**src/rtl/cordic_pkg.sv**
```systemverilog
// Shared formats, constants and FSM encoding for the bit-serial CORDIC blocks.
// Vectors are Q1.14, angles are Q3.13 radians, both 16-bit two's complement.
package cordic_pkg;

  localparam int W      = 16;
  localparam int FRAC_XY = 14;
  localparam int FRAC_Z  = 13;

  localparam logic signed [W-1:0] PI_Q3_13 = 16'sd25736;

  // atan(2^-i) in Q3.13, rounded to nearest
  localparam logic signed [W-1:0] ATAN_LUT_DEFAULT [0:15] = '{
    16'sd6434, 16'sd3798, 16'sd2007, 16'sd1019,
    16'sd511,  16'sd256,  16'sd128,  16'sd64,
    16'sd32,   16'sd16,   16'sd8,    16'sd4,
    16'sd2,    16'sd1,    16'sd0,    16'sd0
  };

  typedef logic [2:0] state_t;
  localparam state_t ST_IDLE   = 3'd0;
  localparam state_t ST_PREROT = 3'd1;
  localparam state_t ST_SETUP  = 3'd2;
  localparam state_t ST_SERIAL = 3'd3;
  localparam state_t ST_DONE   = 3'd4;

endpackage

```
**src/rtl/cordic_vectoring_bitserial_if.sv**
```systemverilog
// Start/busy request bundle for the vectoring CORDIC: operands in, magnitude and angle out.
interface cordic_vectoring_bitserial_if;
  import cordic_pkg::*;

  logic                start;
  logic signed [W-1:0] x_in;
  logic signed [W-1:0] y_in;
  logic                busy;
  logic                done;
  logic signed [W-1:0] mag;
  logic signed [W-1:0] angle;

  modport master (output start, x_in, y_in, input busy, done, mag, angle);
  modport slave  (input start, x_in, y_in, output busy, done, mag, angle);
endinterface

```
**src/rtl/serial_addsub_cell.sv**
```systemverilog
// One-bit serial adder/subtractor lane with a registered carry.
// Subtract inverts the operand and injects the +1 on the first bit.
module serial_addsub_cell (
  input  logic clk,
  input  logic reset,
  input  logic a_i,
  input  logic b_i,
  input  logic sub_i,
  input  logic first_i,
  input  logic en_i,
  input  logic clr_i,
  output logic s_o
);
  logic carry_q, carry_d;
  logic b_eff, cin;

  always_comb begin
    b_eff   = b_i ^ sub_i;
    cin     = carry_q | (first_i & sub_i);
    s_o     = a_i ^ b_eff ^ cin;
    carry_d = (a_i & b_eff) | (cin & (a_i ^ b_eff));
  end

  always_ff @(posedge clk) begin
    if (reset || clr_i) carry_q <= 1'b0;
    else if (en_i)      carry_q <= carry_d;
  end
endmodule

```
**src/rtl/cordic_vectoring_bitserial.sv**
```systemverilog
// Bit-serial vectoring CORDIC: drives y toward zero, accumulating atan2(y, x) in z
// and leaving the gain-scaled magnitude in x. One iteration = SETUP + 16 serial bits.
module cordic_vectoring_bitserial
  import cordic_pkg::*;
#(
  parameter int                  LENGTH   = 14,
  parameter logic signed [W-1:0] ATAN_LUT [0:15] = ATAN_LUT_DEFAULT,
  parameter logic signed [W-1:0] PI_Q     = PI_Q3_13
) (
  input logic                    clk,
  input logic                    reset,
  cordic_vectoring_bitserial_if.slave bus
);
  localparam logic [4:0] LAST_I = 5'(LENGTH - 1);

  state_t              state_q, state_d;
  logic signed [W-1:0] x_q, x_d, y_q, y_d, z_q, z_d;
  logic signed [W-1:0] xs_q, xs_d, ys_q, ys_d, a_q, a_d;
  logic signed [W-1:0] mag_q, mag_d, angle_q, angle_d;
  logic [15:0]         bit_q, bit_d;
  logic [4:0]          i_q, i_d;
  logic                d_q, d_d, busy_q, busy_d, done_q, done_d;
  logic                sx, sy, sz, ser_en, ser_clr;

  assign ser_en  = (state_q == ST_SERIAL);
  assign ser_clr = (state_q == ST_SETUP);

  // d=0: x += ys, y -= xs, z += a; d=1 flips all three
  serial_addsub_cell u_x (.clk(clk), .reset(reset), .a_i(x_q[0]), .b_i(ys_q[0]), .sub_i(d_q),
                          .first_i(bit_q[0]), .en_i(ser_en), .clr_i(ser_clr), .s_o(sx));
  serial_addsub_cell u_y (.clk(clk), .reset(reset), .a_i(y_q[0]), .b_i(xs_q[0]), .sub_i(~d_q),
                          .first_i(bit_q[0]), .en_i(ser_en), .clr_i(ser_clr), .s_o(sy));
  serial_addsub_cell u_z (.clk(clk), .reset(reset), .a_i(z_q[0]), .b_i(a_q[0]), .sub_i(d_q),
                          .first_i(bit_q[0]), .en_i(ser_en), .clr_i(ser_clr), .s_o(sz));

  always_comb begin
    state_d = state_q;
    x_d = x_q;  y_d = y_q;  z_d = z_q;
    xs_d = xs_q; ys_d = ys_q; a_d = a_q;
    mag_d = mag_q; angle_d = angle_q;
    bit_d = bit_q; i_d = i_q; d_d = d_q;
    busy_d = busy_q;
    done_d = 1'b0;
    case (state_q)
      ST_IDLE: begin
        if (bus.start) begin
          x_d     = bus.x_in;
          y_d     = bus.y_in;
          busy_d  = 1'b1;
          state_d = ST_PREROT;
        end
      end
      ST_PREROT: begin
        // Left half-plane: rotate by pi so the iterations only see x >= 0
        if (x_q[W-1]) begin
          x_d = -x_q;
          y_d = -y_q;
          z_d = y_q[W-1] ? -PI_Q : PI_Q;
        end else begin
          z_d = '0;
        end
        i_d     = '0;
        state_d = ST_SETUP;
      end
      ST_SETUP: begin
        xs_d    = x_q >>> i_q;
        ys_d    = y_q >>> i_q;
        a_d     = ATAN_LUT[i_q[3:0]];
        d_d     = y_q[W-1];
        bit_d   = 16'h0001;
        state_d = ST_SERIAL;
      end
      ST_SERIAL: begin
        x_d   = {sx, x_q[W-1:1]};
        y_d   = {sy, y_q[W-1:1]};
        z_d   = {sz, z_q[W-1:1]};
        xs_d  = {1'b0, xs_q[W-1:1]};
        ys_d  = {1'b0, ys_q[W-1:1]};
        a_d   = {1'b0, a_q[W-1:1]};
        bit_d = {bit_q[14:0], 1'b0};
        if (bit_q[15]) begin
          i_d     = i_q + 5'd1;
          state_d = (i_q == LAST_I) ? ST_DONE : ST_SETUP;
        end
      end
      ST_DONE: begin
        mag_d   = x_q;
        angle_d = z_q;
        done_d  = 1'b1;
        busy_d  = 1'b0;
        state_d = ST_IDLE;
      end
      default: begin
        busy_d  = 1'b0;
        state_d = ST_IDLE;
      end
    endcase
  end

  always_ff @(posedge clk) begin
    if (reset) begin
      state_q <= ST_IDLE;
      x_q <= '0;  y_q <= '0;  z_q <= '0;
      xs_q <= '0; ys_q <= '0; a_q <= '0;
      mag_q <= '0; angle_q <= '0;
      bit_q <= '0; i_q <= '0; d_q <= 1'b0;
      busy_q <= 1'b0; done_q <= 1'b0;
    end else begin
      state_q <= state_d;
      x_q <= x_d;  y_q <= y_d;  z_q <= z_d;
      xs_q <= xs_d; ys_q <= ys_d; a_q <= a_d;
      mag_q <= mag_d; angle_q <= angle_d;
      bit_q <= bit_d; i_q <= i_d; d_q <= d_d;
      busy_q <= busy_d; done_q <= done_d;
    end
  end

  assign bus.busy  = busy_q;
  assign bus.done  = done_q;
  assign bus.mag   = mag_q;
  assign bus.angle = angle_q;
endmodule

```
**src/flat_wrapper.sv**
```systemverilog
// flat-port wrapper written by rule: the top's interface ports become plain ports
module cordic_vectoring_bitserial_flat import cordic_pkg::*;
#(
  parameter int                  LENGTH   = 14,
  parameter logic signed [W-1:0] ATAN_LUT [0:15] = ATAN_LUT_DEFAULT,
  parameter logic signed [W-1:0] PI_Q     = PI_Q3_13
)
  (clk, reset, bus_start, bus_x_in, bus_y_in, bus_busy, bus_done, bus_mag, bus_angle);
  cordic_vectoring_bitserial_if bus_i ();
  input logic clk;
  input logic reset;
  input wire logic [$bits(bus_i.start)-1:0] bus_start;
  input wire logic [$bits(bus_i.x_in)-1:0] bus_x_in;
  input wire logic [$bits(bus_i.y_in)-1:0] bus_y_in;
  output wire logic [$bits(bus_i.busy)-1:0] bus_busy;
  output wire logic [$bits(bus_i.done)-1:0] bus_done;
  output wire logic [$bits(bus_i.mag)-1:0] bus_mag;
  output wire logic [$bits(bus_i.angle)-1:0] bus_angle;
  assign bus_i.start = bus_start;
  assign bus_i.x_in = bus_x_in;
  assign bus_i.y_in = bus_y_in;
  assign bus_busy = bus_i.busy;
  assign bus_done = bus_i.done;
  assign bus_mag = bus_i.mag;
  assign bus_angle = bus_i.angle;
  cordic_vectoring_bitserial #(.LENGTH(LENGTH), .ATAN_LUT(ATAN_LUT), .PI_Q(PI_Q)) u_core (.clk(clk), .reset(reset), .bus(bus_i));
endmodule
```
**config.mk**
```make
export PLATFORM = sky130hd
export DESIGN_NAME = cordic_vectoring_bitserial_flat
export DESIGN_NICKNAME = d
export VERILOG_FILES = /design/src/rtl/cordic_pkg.sv /design/src/rtl/cordic_vectoring_bitserial_if.sv /design/src/rtl/serial_addsub_cell.sv /design/src/rtl/cordic_vectoring_bitserial.sv /design/src/flat_wrapper.sv
export SDC_FILE = /design/constraint.sdc
export NUM_CORES = 1
export LEC_CHECK = 0
export ABC_CLOCK_PERIOD_IN_PS = 5100
export CORE_MARGIN = 2
export CORE_UTILIZATION = 55
export CTS_BUF_LIST = sky130_fd_sc_hd__clkbuf_4 sky130_fd_sc_hd__clkbuf_8
export DETAILED_ROUTE_END_ITERATION = 16
export GPL_ROUTABILITY_DRIVEN = 0
export PLACE_DENSITY = 0.76
export SLEW_MARGIN = 20
export SYNTH_ARGS = -nofsm -noshare
export SYNTH_HDL_FRONTEND = slang
export SYNTH_HIERARCHICAL = 1
export SYNTH_SLANG_ARGS = --single-unit
```
**constraint.sdc**
```tcl
create_clock -name clk -period 5.1 [get_ports clk]
set_input_delay 1.02 -clock clk [delete_from_list [all_inputs] [get_ports clk]]
set_output_delay 1.02 -clock clk [all_outputs]
set_load 0.005 [all_outputs]
```
======== Yosys cells after proc, flatten, opt, wreduce, memory -nomap -nowiden ========
Memories as Yosys holds them, arrays and structs flattened.
Index checks and enable logic that the tools add are counted.
storage, ports and cells
  register bits after elaboration ......... 158
  word-level logic and storage cells ...... 94
  memories ................................ 1
  ROM bits ................................ 256
memory list
  memory           words  width  read ports  clocked after Yosys merged registers in  wr ports  line                              source
  (no name shown)  16     16     1           0                                        0         cordic_vectoring_bitserial.sv:68  a_d = ATAN_LUT[i_q[3:0]];
operators by class
  shift-type cells ........................ 2
  mux-type cells .......................... 24
  reductions and logical operators ........ 11
  $lt $le $gt $ge ......................... 1
  bitwise operators ....................... 26
  $add $sub $neg .......................... 3
  eq/ne operators ......................... 8
operator list
  kind                                                                      count
  16-bit case mux with 2 select lines                                       5
  16-bit two-way mux                                                        8
  16-bit case mux with 3 select lines                                       2
  16-bit negator                                                            2
  16-bit by 5-bit >>> shifter with 16-bit output                            2
  3-bit case mux with 4 select lines                                        1
  5-bit case mux with 2 select lines                                        1
  3-bit two-way mux                                                         3
  1-bit bitwise XOR                                                         9
  1-bit bitwise AND                                                         8
  2-bit AND reduction                                                       4
  3-bit by 2-bit equality test with 1-bit output (second input constant)    2
  1-bit bitwise OR                                                          6
  5-bit by 1-bit adder with 5-bit output (second input constant)            1
  5-bit by 4-bit equality test with 1-bit output (second input constant)    1
  5-bit greater-or-equal comparator (second input constant)                 1
  5-bit two-way mux                                                         1
  4-bit inverter with 5-bit output                                          1
  2-bit by 1-bit inequality test with 1-bit output (second input constant)  2
  2-bit nonzero test                                                        2
  3-bit by 1-bit equality test with 1-bit output (second input constant)    1
  3-bit equality test (second input constant)                               1
  3-bit logical NOT                                                         1
  3-bit AND reduction                                                       1
  7 further kinds                                                           9

======== Depth between registers and ports, before layout ========
  word-level depth ........................ 5
  gate-level depth with buffers ........... 10
  gate-level depth less buffers ........... 7

======== By module ========
Netlist, hierarchy kept.
by module, submodules not included
  module                      cells an instance  area an instance (um^2)  seq. area each (um^2)  times used
  cordic_vectoring_bitserial  1,094              8,710.9                  3,042.9                1
  serial_addsub_cell          6                  76.3                     20.0                   3

======== Worst setup path before layout ========
No wires, ideal clock.
  kind .................................... input to register
  start ................................... input bus_start
  end ..................................... register u_core.x_q[2]
  required time ........................... 4.972 ns
  data arrival time ....................... 2.086 ns
  library setup time ...................... 0.128 ns
  setup slack ............................. 2.886 ns
  stages on the path ...................... 6
  cell sequence ........................... or4b_4 -> o21a_1 -> buf_2 -> a21o_1 -> a22oi_1 -> nor2_1
on the way
  longest elaborated chain between the ends .. 2
ends and longest elaborated chain
  element                                 line                               source
  start, declared                         flat_wrapper.sv:12                 input wire logic [$bits(bus_i.start)-1:0] bus_start;
  2-bit inequality test (no source line)  n/a
  3-bit AND reduction (no source line)    n/a
  end signal, assigned                    cordic_vectoring_bitserial.sv:103  x_q <= '0; y_q <= '0; z_q <= '0;
  end signal, assigned                    cordic_vectoring_bitserial.sv:110  x_q <= x_d; y_q <= y_d; z_q <= z_d;
  end, declared                           cordic_vectoring_bitserial.sv:17   logic signed [W-1:0] x_q, x_d, y_q, y_d, z_q, z_d;
No other way between the ends.
A chain may end at the register's enable or synchronous reset.

======== Final worst setup path ========
  start ................................... register u_core.state_q[1]
  end ..................................... register u_core.ys_q[6]
on the way
  longest elaborated chain between the ends .. 2
  elaborated cells on any way between the ends .. 4
  those cells by class .................... eq/ne (2); mux (1); reduce/logical (1)
ends and longest elaborated chain
  element                                                                    line                               source
  start, declared                                                            cordic_vectoring_bitserial.sv:16   state_t state_q, state_d;
  start signal, assigned                                                     cordic_vectoring_bitserial.sv:109  state_q <= state_d;
  3-bit by 2-bit equality test with 1-bit output                             cordic_vectoring_bitserial.sv:44   case (state_q)
  16-bit case mux with 2 select lines or 2-bit nonzero test (tied branches)  n/a
  end signal, assigned                                                       cordic_vectoring_bitserial.sv:104  xs_q <= '0; ys_q <= '0; a_q <= '0;
  end signal, assigned                                                       cordic_vectoring_bitserial.sv:111  xs_q <= xs_d; ys_q <= ys_d; a_q <= a_d;
  end, declared                                                              cordic_vectoring_bitserial.sv:18   logic signed [W-1:0] xs_q, xs_d, ys_q, ys_d, a_q, a_d;
Parallel ways exist; a longest one is shown, timed or not.

==> summary.md <==
| Metric | Value |
|---|---|
| Outcome | completed |
| Sw power | 1.070 mW |
| Worst setup EP type | flip-flop |
| Total Routed Length | 25,150 um |
| Hold bufs inserted after CTS | 0 |
| Area of the mapped netlist | 8940 um^2 |
| Clock share of power | 31.7% |
| Net Sw Frac | 35.90% |
| Yosys Warn Count | 6 |
| Power Density | 304.6 nW/um^2 |
| CTS clk-pin slew, worst paths | 90 ps |
| Syn Nets | 1,158 |
| Max Fclk | 0.3296 GHz |
| Vias per cell | 6.375 |
| Die Wd | 131.5 um |
| GRT Util Overall | 28.78% |
| CTS H-tree depth | 4 |
| HP Start | u_core/a_q[5] |
| Latest clock arrival within the worst-skew pair | 490 ps |
| Critical Path RT | 5480 ps |
| Tightest Pin Transition | 1026 ps |
| First-pass GRT wire length | 40,650 um |
| Cell count after synthesis | 1,112 |
| Vias in the first global route | 7,785 |
| IO Pins | 69 |
| CTS tree | yes |
| I/O Buffers | 68 |
| DR WL/cell | 18.95 um |
| Worst min-delay path class | flip-flop to flip-flop |
| DR DRC count | 0 |
| Sequential power share | 48.1% |
| Die Ht | 131.5 um |
| Slowest cell on crit path | dfxtp_2 |
| Layout area overhead | 9.447% |
| Clock buffer depth | 2 |
| Antenna Nets Post-Route | 0 |
| Slew Viols, Final | 0 |
| Fraction of registers with async set/reset | 0% |
| Largest net degree at the start of global routing | 80 |
| Logic pwr share | 20.2% |
| Most frequent cells in the layout | dfxtp_1 (152), nand2_1 (144), nor2_1 (118) |
| Crit path cell chain | buf_4 -> or3b_1 -> a21oi_1 -> o21ai_0 -> a221oi_1 -> nor3_1 |
| Area contributors post-synth | dfxtp_1 (35%), nand2_1 (6.1%), a21oi_1 (5.9%) |
| CP max FO | 34 |
| Critical Path Source Type | flip-flop |
| Worst endpoint data arrival time | 3410 ps |
| Drt first pass iters | 6 |
| Reg2reg end | u_core/ys_q[6] |
| Dpl hpwl | 16,680 um |
| Nets@finish | 1,144 |
| Reg-to-reg setup timing slack | 2070 ps |
| Number of gates resized after cts | 0 |
| MaxCap Viol Count | 0 |
| RSZ-0062 raised after global routing | false |
| Fraction of layout instances using a drive strength above 1 | 9.181% |
| Initial Util | 56.28% |
| Synth top area share | 34.71% |
| Hold Path Depth | 2 |
| Setup bufs post-CTS | 0 |
| Syn Area/Cell | 8.039 um^2 |
| Setup Viol. Count Final | 0 |
| Hold endpoint | u_core/a_q[5] |
| RR Startpoint | u_core/state_q[1] |
| Tmin final | 3034 ps |
| Top_reg_cell synth | dfxtp_1 |
| Final instance area | 9784 um^2 |
| Reg2Reg Depth | 6 |
| Vias | 8,460 |
| Clock Sinks | 155 |
| Setup TNS after final layout | 0 ps |
| Clk Tree Root Cell | clkbuf_8 |
| Seq cells post-synth | 155 |
| Crit path kind | flip-flop to flip-flop |
| Post-synth EDFFs | 0 |
| Site row count | 46 |
| Post-Place Cell Area | 9366 um^2 |
| Grt ovf | 0 |
| Post-synthesis cell type count | 79 |
| Pleak | 3.431 nW |
| Initial DRC count | 1,096 |
| Peak supply drop | 0.2250 mV |
| Internal | 1.910 mW |
| Core Region | 15,890 um^2 |
| Max-slew headroom | 31.63% |
| Setup Skew | 13.91 ps |
| Final hold vios | 0 |
| Synth area leader | dfxtp_1 |
| Most common cell after layout, fill and taps aside | dfxtp_1 |
| Post-synthesis sequential area ratio | 34.71% |
| Ant diodes | 0 |
| Initial antenna violation count | 1 |
| Final Cycle Share | 59.49% |
| CP peak stage delay | 660 ps |
| Die area | 17,290 um^2 |
| CTS buffer count | 17 |
[final cells by class]
type | instances | area [um^2]
clock buffers | 17 | 234.0
clock inverters | 15 | 176.4
fillers | 1469 | 6101
inverters | 24 | 90.09
multi-input cells | 818 | 5124
flip-flops and latches | 155 | 3107
well taps | 216 | 270.3
repair buffers | 82 | 783.3
[cell families after synthesis]
logic type	count (synthesis)	share of synthesized area, %
adders and majority gates	11	1.792
and+or+nand+nor	403	21.29
buffers and inverters	139	8.160
xor gates and xnor gates	7	0.6858
AOI/OAI and AO/OA	341	24.69
muxes	56	8.677
DFF	155	34.71
[layer usage]
metal  global-route usage [%]  routed length (um)  up-vias
met5                        0                   0        -
met4                    10.51                 569        0
met3                    6.289                2008       52
met2                    44.44               11560      372
met1                    39.58               11010     4021
li1                         -                   -     4015
[worst max-delay path by stage]
| stage | startpoint | to | slack [ps] | cells past startpoint |
|---|---|---|---|---|
| floorplan | bus_start | u_core/x_q[2] | 2890 | 6 |
| global placement | bus_start | u_core/y_q[14] | 1940 | 6 |
| detailed placement | bus_start | u_core/y_q[14] | 1890 | 6 |
| CTS | u_core/state_q[0] | u_core/a_q[8] | 2080 | 6 |
| global route | u_core/state_q[0] | u_core/ys_q[13] | 1770 | 6 |
| finish | u_core/state_q[1] | u_core/ys_q[6] | 2070 | 6 |
[state kept, by name, indices dropped and copies added (netlist names), 3 cells and up]
| register | cells |
|---|---|
| u_core/xs_q | 16 |
| u_core/x_q | 16 |
| u_core/ys_q | 16 |
| u_core/state_q | 3 |
| u_core/bit_q | 16 |
| u_core/a_q | 13 |
| u_core/z_q | 16 |
| u_core/y_q | 16 |
| u_core/i_q | 5 |
| u_core/bus.angle | 16 |
| u_core/bus.mag | 16 |
[stage by stage]
| stage | utilization [%] | total power, mW | worst slack [ps] | hold slack, ps | cells |
|---|---|---|---|---|---|
| after floorplan | - | 1.889 | 2886 | 431.3 | 1112 |
| after global placement | 58.96 | 2.030 | 1939 | 439.4 | 1295 |
| after detailed placement | 58.96 | 2.042 | 1889 | 444.8 | 1295 |
| after CTS | 61.55 | 2.973 | 2084 | 455.6 | 1327 |
| after global routing | 61.59 | 3.120 | 1766 | 480.0 | 1327 |
| final | 61.59 | 2.980 | 2066 | 457.1 | 1327 |
[cell usage after synthesis, types with 8 or more instances]
cell type	n
mux2i_1	28
o211ai_1	17
nand2_1	145
inv_1	21
nand3_1	23
buf_2	24
o22ai_1	15
nand3b_1	9
a31oi_1	8
a22oi_1	33
nor2_1	119
o21ai_0	64
a211oi_1	17
ha_1	8
nor3_1	39
dfxtp_1	155
buf_1	10
mux2_2	13
mux4_2	12
nand2b_1	8
a21oi_1	106
clkbuf_8	12
clkbuf_1	57
[power groups by stage]
| stage | Clock, mW | Combinational, mW | Sequential (mW) |
|---|---|---|---|
| 2_1_floorplan | 0 | 0.535 | 1.35 |
| 3_3_place_gp | 0 | 0.581 | 1.45 |
| 3_5_place_dp | 0 | 0.589 | 1.45 |
| 4_1_cts | 0.956 | 0.592 | 1.42 |
| 5_1_grt | 1.01 | 0.664 | 1.44 |
| 6_report | 0.945 | 0.602 | 1.43 |
[worst max-delay path, delay by kind of cell (launching register included)]
kind / cells / cell delay (ps)
AO/OA/AOI/OAI: 3 / 1130
flip-flops: 1 / 660
buffers and inverters: 1 / 420
AND/OR/NAND/NOR: 2 / 710
Note: power is estimated with default switching activity, not from simulation.
